<file path="src/rtl/pipeline_pkg.sv">
// Shared state and occupancy encodings for the two-entry elastic pipeline stage.
package pipeline_pkg;

  typedef enum logic [1:0] {
    EMPTY = 2'd0,
    BUSY  = 2'd1,
    FULL  = 2'd2
  } state_t;

  localparam logic [1:0] OCC_EMPTY = 2'd0;
  localparam logic [1:0] OCC_BUSY  = 2'd1;
  localparam logic [1:0] OCC_FULL  = 2'd2;

  function automatic logic [1:0] occ_of(input state_t s);
    case (s)
      BUSY:    occ_of = OCC_BUSY;
      FULL:    occ_of = OCC_FULL;
      default: occ_of = OCC_EMPTY;
    endcase
  endfunction

endpackage

</file>
<file path="src/rtl/elastic_pipeline_register.sv">
// Two-entry elastic stage (main + skid); one-cycle latency, strict FIFO order.
// Backpressure: registered inReady drops only when both entries are held, so outReady never reaches inReady combinationally.
module elastic_pipeline_register
  import pipeline_pkg::*;
#(
  parameter int DATA_WIDTH     = 32,
  parameter int COUNT_WIDTH    = 16,
  parameter int CLEAR_ON_FLUSH = 1
) (
  input  logic                   clock,
  input  logic                   reset,
  input  logic                   inValid,
  input  logic [DATA_WIDTH-1:0]  inData,
  output logic                   inReady,
  output logic                   outValid,
  output logic [DATA_WIDTH-1:0]  outData,
  input  logic                   outReady,
  input  logic                   flush,
  output logic [1:0]             occupancy,
  output logic [COUNT_WIDTH-1:0] stallCount
);

  state_t                 state_q, state_d;
  logic [DATA_WIDTH-1:0]  main_q, main_d;
  logic [DATA_WIDTH-1:0]  skid_q, skid_d;
  logic [COUNT_WIDTH-1:0] stall_q, stall_d;
  logic                   in_ready_q, in_ready_d;
  logic                   xfer_in, xfer_out;

  assign outValid   = (state_q != EMPTY);
  assign outData    = main_q;
  assign occupancy  = occ_of(state_q);
  assign inReady    = in_ready_q;
  assign stallCount = stall_q;

  assign xfer_in  = inValid & in_ready_q;
  assign xfer_out = outValid & outReady;

  always_comb begin
    state_d = state_q;
    main_d  = main_q;
    skid_d  = skid_q;
    stall_d = stall_q;

    // Stall cycles are counted regardless of flush, saturating at all-ones.
    if (outValid && !outReady && (stall_q != {COUNT_WIDTH{1'b1}}))
      stall_d = stall_q + {{(COUNT_WIDTH-1){1'b0}}, 1'b1};

    if (flush) begin
      state_d = EMPTY;
      if (CLEAR_ON_FLUSH != 0) begin
        main_d = '0;
        skid_d = '0;
      end
    end else begin
      case (state_q)
        EMPTY: begin
          if (xfer_in) begin
            state_d = BUSY;
            main_d  = inData;
          end
        end
        BUSY: begin
          if (xfer_in && xfer_out) begin
            main_d = inData;
          end else if (xfer_in) begin
            state_d = FULL;
            skid_d  = inData;
          end else if (xfer_out) begin
            state_d = EMPTY;
          end
        end
        FULL: begin
          if (xfer_out) begin
            state_d = BUSY;
            main_d  = skid_q;
          end
        end
        default: state_d = EMPTY;
      endcase
    end

    in_ready_d = (state_d != FULL);
  end

  always_ff @(posedge clock) begin
    if (!reset) begin
      state_q    <= EMPTY;
      main_q     <= '0;
      skid_q     <= '0;
      stall_q    <= '0;
      in_ready_q <= 1'b0;
    end else begin
      state_q    <= state_d;
      main_q     <= main_d;
      skid_q     <= skid_d;
      stall_q    <= stall_d;
      in_ready_q <= in_ready_d;
    end
  end

endmodule
</file>
<file path="config.mk">
export PLATFORM = sky130hd
export DESIGN_NAME = elastic_pipeline_register
export DESIGN_NICKNAME = d
export VERILOG_FILES = /design/src/rtl/pipeline_pkg.sv /design/src/rtl/elastic_pipeline_register.sv
export SDC_FILE = /design/constraint.sdc
export NUM_CORES = 1
export LEC_CHECK = 0
export BUFFER_PORTS_ARGS = -buffer_cell sky130_fd_sc_hd__buf_4
export CORE_MARGIN = 3
export CORE_UTILIZATION = 53
export DETAILED_ROUTE_END_ITERATION = 8
export PLACE_DENSITY = 0.8
export SKIP_LAST_GASP = 1
export SLEW_MARGIN = 10
export SYNTH_ARGS = -nofsm -noshare
export SYNTH_HDL_FRONTEND = slang
export SYNTH_SLANG_ARGS = --single-unit
</file>
<file path="constraint.sdc">
create_clock -name clock -period 2.6 [get_ports clock]
set_input_delay 0.13 -clock clock [delete_from_list [all_inputs] [get_ports clock]]
set_output_delay 0.13 -clock clock [all_outputs]
set_load 0.05 [all_outputs]
</file>
Word level (Yosys, flattened, before mapping)
Index checks and enable logic that the tools add are counted.

Logic and storage cells: 39. Register bits: 83. Output and inout bits: 52. Bits of input ports: 37.

Bitwise operators: 4. Reduce and logical (&&, ||, !) cells: 10. Equality and inequality tests: 7. Add/sub/neg operators: 1. Muxes and demuxes: 12.

Operators by type and width (count): 2-to-1 mux 32 bit (3); one-hot mux 32 bit (3 select lines) (1); adder 16 x 1 -> 16 bit, second input constant (1); inequality test 16 bit, second input constant (1); 2-to-1 mux 2 bit (6); inequality test 2 bit, second input constant (4); one-hot mux 2 bit (3 select lines) (1); one-hot mux 2 bit (2 select lines) (1); AND reduction 4 bit (1); logical AND 1 bit (3); AND reduction 3 bit (1); nonzero test 3 bit (1); AND 1 bit (2); == test 2 x 1 -> 1 bit, second input constant (1); == test 2 bit, second input constant (1); zero test 2 bit (1); NOT 1 bit (2); nonzero test 2 bit (1); OR reduction 2 bit (1); zero test 1 bit (1).

Longest topological paths before layout
Gate-level depths: netlist of the first run.

Word-level depth: 8. Gate-level depth with buffers: 7. Depth with buffers taken out: 5.

Worst setup path after synthesis of the first run
OpenSTA, ideal clock, no wires.

Path type: flip-flop to flip-flop. From: reg stall_q[1], in the netlist stallCount[1]. To: reg stall_q[12], in the netlist stallCount[12]. Cell stages (with the launch flop): 6. Data arrival time: 2.194 ns. Slack: 0.334 ns. Period minus slack after synthesis: 2.266 ns. Buffers on the path: 0. Path through: dfxtp_1 -> ha_1 -> nand4_4 -> or4_4 -> or3_1 -> a21oi_1.

Longest elaborated chain between the ends: 2.

Ends and longest elaborated chain: start: declaration (RTL line elastic_pipeline_register.sv:26) `logic [COUNT_WIDTH-1:0] stall_q, stall_d;`; start signal: assignment (RTL line elastic_pipeline_register.sv:97) `stall_q <= stall_d;`; branches (longest 2 deep; another with adder 16 x 1 -> 16 bit).

Parallel ways; which one is timed is not known. A chain may end at the register's enable or synchronous reset.

Worst setup path in the final report of the first run
From: reg state_q[0]. To: reg main_q[10], in the netlist outData[10].

Longest elaborated chain between the ends: 5.

Ends and longest elaborated chain: start: declaration (RTL line elastic_pipeline_register.sv:23) `state_t state_q, state_d;`; start signal: assignment (RTL line elastic_pipeline_register.sv:94) `state_q <= state_d;`; nonzero test 2 bit (RTL line elastic_pipeline_register.sv:30) `assign outValid = (state_q != EMPTY);`; AND 1 bit (RTL line elastic_pipeline_register.sv:37) `assign xfer_out = outValid & outReady;`; logical AND 1 bit (RTL line elastic_pipeline_register.sv:64) `if (xfer_in && xfer_out) begin`; inequality test 2 bit (no source line); AND reduction 4 bit (no source line); end signal: assignment (RTL line elastic_pipeline_register.sv:95) `main_q <= main_d;`; end: declaration (RTL line elastic_pipeline_register.sv:24) `logic [DATA_WIDTH-1:0] main_q, main_d;`.

Several ways; a longest one is shown, not always the timed one.

==> results of run 1 <==
[kinds of logic (layout without fill, tap and decap cells)]
group | count (synthesis) | after routing | share of synthesized area
mux | 37 | 37 | 0.1046
buf+inv | 31 | 111 | 0.03535
fa+ha+maj | 1 | 1 | 0.003534
simple gates | 155 | 155 | 0.2047
flops | 83 | 83 | 0.4694
compound gates | 96 | 96 | 0.1824
[flip-flops by register name (all words and copies together) (netlist names)]
register	flops
inReady	1
outData	32
skid_q	32
stallCount	16
state_q	2
[metrics by stage]
stage                     cell area [um^2]  std cells  setup WS (ns)  utilization
after floorplan                       3540        403         0.3342            -
after global placement                4258        544         0.5722       0.6630
after detailed placement              4258        544         0.4752       0.6630
after CTS                             4469        560         0.4479       0.6959
after global routing                  4469        560         0.2403       0.6959
final                                 4469        560         0.4217       0.6959
[final cells by class]
class                      count  share of cell area
sequential                    83              0.3718
tap                           77             0.02156
timing repair buffer          92              0.1629
clock inverter                 5             0.01344
multi-input combinational    289              0.3939
inverter                       3            0.002520
clock buffer                  11             0.03387
[layout by cell type (no fill, tap or decap), types with 2 or more instances in the layout]
cell type  count
buf_4         89
dfxtp_1       83
nand2_1       76
a21oi_1       39
mux2i_1       37
nor2_1        37
a211oi_1      34
clkbuf_8      11
nand3_1        7
or3_1          5
o31ai_1        4
nor3_1         3
o21ai_0        3
a31oi_1        3
nand2b_1       3
buf_12         3
nand2b_2       2
inv_1          2
nor2b_1        2
or2_2          2
and4_1         2
o211ai_1       2
o211a_1        2
and2_1         2
and3_1         2
nand4_1        2
or4_1          2
[critical path: stages, from the launching register on]
cell and delay, ns:
dfxtp_1 0.38, nor2b_1 0.20, o31ai_4 0.93, buf_12 0.29
nor2_1 0.07, a211oi_1 0.21
[worst max-delay path by stage]
stage	startpoint	to	slack, ns	cells after the start
2_1_floorplan	stallCount[1]$_SDFFE_PN0P_	stallCount[12]$_SDFFE_PN0P_	0.33	5
3_3_place_gp	state_q[0]$_SDFF_PN0_	outData[7]$_SDFFE_PP0P_	0.57	5
3_5_place_dp	state_q[0]$_SDFF_PN0_	outData[7]$_SDFFE_PP0P_	0.48	5
4_1_cts	state_q[0]$_SDFF_PN0_	outData[10]$_SDFFE_PP0P_	0.45	5
5_1_grt	state_q[0]$_SDFF_PN0_	outData[30]$_SDFFE_PP0P_	0.24	5
6_report	state_q[0]$_SDFF_PN0_	outData[10]$_SDFFE_PP0P_	0.42	5
[power by group]
group / switching [mW] / internal [mW] / total (mW)
clock network: 0.459 / 0.500 / 0.959
registers: 0.0136 / 1.29 / 1.30
logic: 0.166 / 0.0998 / 0.265
[per-layer routing]
metal / GRT usage / vias to the layer above / share of wire
met5: 0 / - / 0
met3: 0.06679 / 7 / 0.058
li1: - / 1585 / -
met1: 0.2681 / 1452 / 0.44
met2: 0.3651 / 76 / 0.49
met4: 0.06276 / 0 / 0.0083
==> flow_metrics.env, run 1 <==
export IMPL_status="finished clean"
export IMPL_tns_ns=0
export IMPL_drive_above_1_share=0.2484
export IMPL_vdd_ir_drop_max_v=0.0003469
export IMPL_hold_end="skid_q[21]$_SDFFE_PP0P_"
export IMPL_drc=0
export IMPL_synth_commonest_cells="dfxtp_1 (83), nand2_1 (76), a21oi_1 (39)"
export IMPL_multiInputGateArea_um2=1760
export IMPL_antenna_found_initial=0
export IMPL_finalSetupViolations=0
export IMPL_whs_ns=0.02987
export IMPL_grt_max_degree=37
export IMPL_cts_max_level=3
export IMPL_cts_resized_gates=0
export IMPL_r2r_start="state_q[0]$_SDFF_PN0_"
export IMPL_reg2reg_to="outData[10]$_SDFFE_PP0P_"
export IMPL_clock_latency_ns=0.34
export IMPL_leakage_nw=1.952
export IMPL_post_drt_via_cell_ratio=5.571
export IMPL_r2r_setup_slack_ns=0.42
export IMPL_synthArstFlopShare=0
export IMPL_cp_required_ns=2.85
export IMPL_worst_pin_slew_ns=1.176
export IMPL_path_max_fanout=36
export IMPL_start_kind="flop"
export IMPL_cp_arrival_ns=2.43
export IMPL_tritoncts="built"
export IMPL_hold_class="in2reg"
export IMPL_post_synth_top_area_cell="dfxtp_1"
export IMPL_synth_distinct_cells=45
export IMPL_power_density_nw_per_um2=565.8
export IMPL_yosys_top_cells_area="dfxtp_1 (47%), mux2i_1 (10%), nand2_1 (8.1%), a211oi_1 (7.2%), a21oi_1 (5.5%)"
export IMPL_routabilityCongestion=0.7917
export IMPL_wl_um=8158
export IMPL_clkSinkCount=83
export IMPL_portBuffers=88
export IMPL_maxCapViolCount=0
export IMPL_finalHoldViolCount=0
export IMPL_postCtsSetupRepairBufs=0
export IMPL_grt_first_pass_wirelength_um=13350
export IMPL_io_pins=89
export IMPL_netlist_instances=403
export IMPL_grt_pass1_vias=2924
export IMPL_min_period_over_period=0.8378
export IMPL_hold_path_cell_count=3
export IMPL_dieHeight_um=87.72
export IMPL_cts_buffers=9
export IMPL_vias=3120
export IMPL_clk_pin_slew_ns=0.08
export IMPL_relSlewSlack=0.2158
export IMPL_rsz0062_at_grt="false"
export IMPL_first_iter_violations=153
export IMPL_syn_area_per_cell_um2=8.783
export IMPL_hpwl_um=5545
export IMPL_ant_nets=0
export IMPL_root_buffer="clkbuf_8"
export IMPL_synth_flop_cell="dfxtp_1"
export IMPL_seq_area_frac_synth=0.4694
export IMPL_synth_seq_cells=83
export IMPL_yosysWarnings=0
export IMPL_total_power_mw=2.529
export IMPL_die_w_um=87.72
export IMPL_min_from="inData[21]"
export IMPL_ctsHoldBuffers=0
export IMPL_drv_slew=0
export IMPL_dieArea_um2=7695
export IMPL_clock_path_buffers=2
export IMPL_crit_path_end_kind="flop"
export IMPL_syn_area_um2=3540
export IMPL_fillers=505
export IMPL_yosysMostFrequentCell="dfxtp_1"
export IMPL_crit_type="reg2reg"
export IMPL_fmax_mhz=459.1
export IMPL_overflow=0
export IMPL_core_region_area_um2=6422
export IMPL_fp_row_count=29
export IMPL_synth_edf_count=0
export IMPL_synth_top_area_frac=0.4694
export IMPL_final_nets=516
export IMPL_syn_nets=441
export IMPL_antennaDiodeCount=0
export IMPL_regArea_um2=1662
export IMPL_r2r_cells=5
export IMPL_syn2layout_area_growth_pct=26.26
export IMPL_dr_pass1_iters=4
export IMPL_grtUsageTotal=0.2170
export IMPL_period_needed_ns=2.178
export IMPL_initial_utilization=0.5511
export IMPL_wl_per_cell_um=14.57
export IMPL_skew_ns=0.008104
(Power assumes the default switching activity.)
==> run 2: changes to the inputs <==
ABC_AREA = 1   (was unset)
CORE_UTILIZATION = 48   (was 53)
PLACE_DENSITY = 0.76   (was 0.8)
clock period = 1.79 ns   (was 2.6 ns; I/O delays follow)
==> run 2 against run 1 <==
Setup slack got worse by 0.24 ns. Clock-buffer cell count down 1. Synthesized cell count up 31%. Via count rose by 14%. Combinational power is 48% higher. Core utilization decreased by 6.7 points. Global-route usage down 1.1 points. Sequential share of layout area decreased by 0.92 points. Critical path depth up 4. Clock power rose by 48%. Wire length increased by 6.8%. Fmax is 35% higher.
==> flow_metrics.env, run 2 <==
export IMPL_r2r_setup_slack_ns=0.18
export IMPL_wl_per_cell_um=12.25
export IMPL_min_period_over_period=0.9000
export IMPL_path_max_fanout=12
export IMPL_clock_path_buffers=2
export IMPL_overflow=0
export IMPL_clkSinkCount=83
export IMPL_status="finished clean"
export IMPL_skew_ns=0.01007
export IMPL_netlist_instances=527
export IMPL_r2r_start="stallCount[0]$_SDFFE_PN0P_"
export IMPL_vdd_ir_drop_max_v=0.0004643
export IMPL_synth_edf_count=0
export IMPL_seq_area_frac_synth=0.4590
export IMPL_die_w_um=92.84
export IMPL_post_drt_via_cell_ratio=5.008
export IMPL_mostFrequentLayoutCells="buf_4 (95), nand2_1 (90), nor2_1 (90), o21ai_0 (88), dfxtp_1 (81)"
export IMPL_syn_area_per_cell_um2=6.869
export IMPL_grt_max_degree=65
export IMPL_period_needed_ns=1.611
export IMPL_grt_first_pass_wirelength_um=14610
export IMPL_postCtsSetupRepairBufs=0
export IMPL_tritoncts="built"
export IMPL_synthAdderAreaFrac=0.003457
export IMPL_cp_required_ns=2.01
export IMPL_antennaDiodeCount=0
export IMPL_cp_slowest_cell="dfxtp_2"
export IMPL_finalWorstSetupSlack_ns=0.1791
export IMPL_io_pins=89
export IMPL_dr_pass1_iters=5
export IMPL_rsz0062_at_grt="false"
export IMPL_portBuffers=88
export IMPL_synth_top_area_frac=0.4590
export IMPL_path_common_cell="nand2_1"
export IMPL_tns_ns=0
export IMPL_yosysWarnings=0
export IMPL_ant_nets=0
export IMPL_synth_compound_area_share=0.2029
export IMPL_synth_xor_area_share=0.01210
export IMPL_synthArstFlopShare=0
export IMPL_crit_type="reg2reg"
export IMPL_final_nets=645
export IMPL_syn_area_um2=3620
export IMPL_hold_class="in2reg"
export IMPL_synthSimpleGateAreaFrac=0.2271
export IMPL_yosys_top_cells_area="dfxtp_1 (46%), o21ai_0 (12%), nand2_1 (9.4%), nor2_1 (9.4%), a21oi_1 (6.4%)"
export IMPL_dieHeight_um=92.84
export IMPL_muxShareOfSynthArea=0
export IMPL_relSlewSlack=0.5954
export IMPL_root_buffer="clkbuf_8"
export IMPL_post_synth_top_area_cell="dfxtp_1"
export IMPL_start_kind="flop"
export IMPL_antenna_found_initial=0
export IMPL_synth_seq_cells=83
export IMPL_finalSetupViolations=0
export IMPL_clk_pin_slew_ns=0.09
export IMPL_synth_distinct_cells=22
export IMPL_synth_commonest_cells="nand2_1 (91), nor2_1 (91), o21ai_0 (88)"
export IMPL_cp_arrival_ns=1.83
export IMPL_syn2layout_area_growth_pct=26.79
export IMPL_vias=3561
export IMPL_hpwl_um=5745
export IMPL_fmax_mhz=620.8
export IMPL_grt_pass1_vias=3155
export IMPL_cp_startpoint="stallCount[0]$_SDFFE_PN0P_"
export IMPL_drc=0
export IMPL_synth_flop_cell="dfxtp_1"
export IMPL_worst_pin_slew_ns=0.6060
export IMPL_fp_row_count=31
export IMPL_wl_um=8709
export IMPL_max_stage_delay_ns=0.37
export IMPL_pre_cts_slack_ns=0.02807
export IMPL_drv_slew=0
export IMPL_initial_utilization=0.4964
export IMPL_drive_above_1_share=0.2075
export IMPL_layout_commonest_cell="buf_4"
export IMPL_power_density_nw_per_um2=808.1
export IMPL_min_from="inData[23]"
export IMPL_finalHoldViolCount=0
export IMPL_synth_top_family_by_area="simple AND/OR/NAND/NOR gates"
export IMPL_routabilityCongestion=0.8698
export IMPL_cp_cell_sequence="ha_1, nand2_1, nor2_1, nand2_1, nor2_1, nor2_2, buf_4, nand2_1, a21oi_1"
export IMPL_cts_buffers=9
export IMPL_core_region_area_um2=7292
export IMPL_grtUsageTotal=0.2061
export IMPL_cts_max_level=3
export IMPL_maxCapViolCount=0
export IMPL_clock_latency_ns=0.36
export IMPL_dieArea_um2=8619
export IMPL_crit_path_end_kind="flop"
export IMPL_leakage_nw=1.982
export IMPL_syn_nets=565
export IMPL_first_iter_violations=183
[run 2: cell count changes after synthesis, moves of 7 or more]
cell	previous run	this run
o21ai_1	0	11
mux2i_1	37	0
a211oi_1	34	0
nand2_1	76	91
nor2_1	38	91
a21oi_1	39	46
clkbuf_1	20	12
o21ai_0	3	88
buf_2	6	15
inv_1	2	53
[run 2: cell type report]
type	count	area [um^2]
clock buffers	10	137.6
clock inverters	6	72.57
fillers	688	2703
inverters	58	220.2
multi-input cells	358	1628
flip-flops and latches	83	1664
well taps	99	123.9
repair buffers	97	743.2
[run 2: final timing paths]
path / endpoint / cells past startpoint
max: stallCount[10]$_SDFFE_PN0P_ / 9
min: skid_q[23]$_SDFFE_PP0P_ / 3
max reg2reg: stallCount[10]$_SDFFE_PN0P_ / 9
min reg2reg: skid_q[10]$_SDFFE_PP0P_ / 2
[run 2: layer usage]
| layer | wire length [um] | vias up | share of wire | track usage |
|---|---|---|---|---|
| met5 | 0 | - | 0 | 0 |
| met1 | 4114 | 1624 | 0.47 | 0.2766 |
| met4 | 121 | 0 | 0.014 | 0.08059 |
| li1 | - | 1843 | - | - |
| met2 | 3988 | 84 | 0.46 | 0.3245 |
| met3 | 485 | 10 | 0.056 | 0.04224 |
[run 2: cells by family after synthesis]
family / after synthesis
fa+ha+maj: 1
simple gates: 206
buf+inv: 86
compound gates: 146
xor+xnor: 5
flops: 83
[run 2: worst max-delay path: cells and delay by family, from the launching register on]
family,cells,cell delay [ns]
compound gates,1,0.06
fa+ha+maj,1,0.21
flops,1,0.37
simple gates,6,0.67
buf+inv,1,0.18
[run 2: per-stage QoR]
stage | utilization | hold slack (ns) | cell area [um^2] | cells | power [mW]
final | 0.6294 | 0.01432 | 4589 | 711 | 3.709
after floorplan | - | 0.2100 | 3625 | 527 | 2.171
after CTS | 0.6280 | 0.001188 | 4579 | 711 | 3.743
after global routing | 0.6294 | 0.01813 | 4589 | 711 | 3.850
after global placement | 0.5978 | 0.3629 | 4359 | 694 | 2.323
after detailed placement | 0.5978 | 0.3720 | 4359 | 694 | 2.327
[run 2: timing repair]
action,CTS,global route
endpoints found under the hold margin,1,0
setup endpoints to repair,0,44
gates resized for setup,0,4
hold buffers,1,0
[run 2: power by group]
part	internal, mW	switching, mW
Combinational	0.141	0.251
Clock	0.697	0.725
Sequential	1.88	0.0180
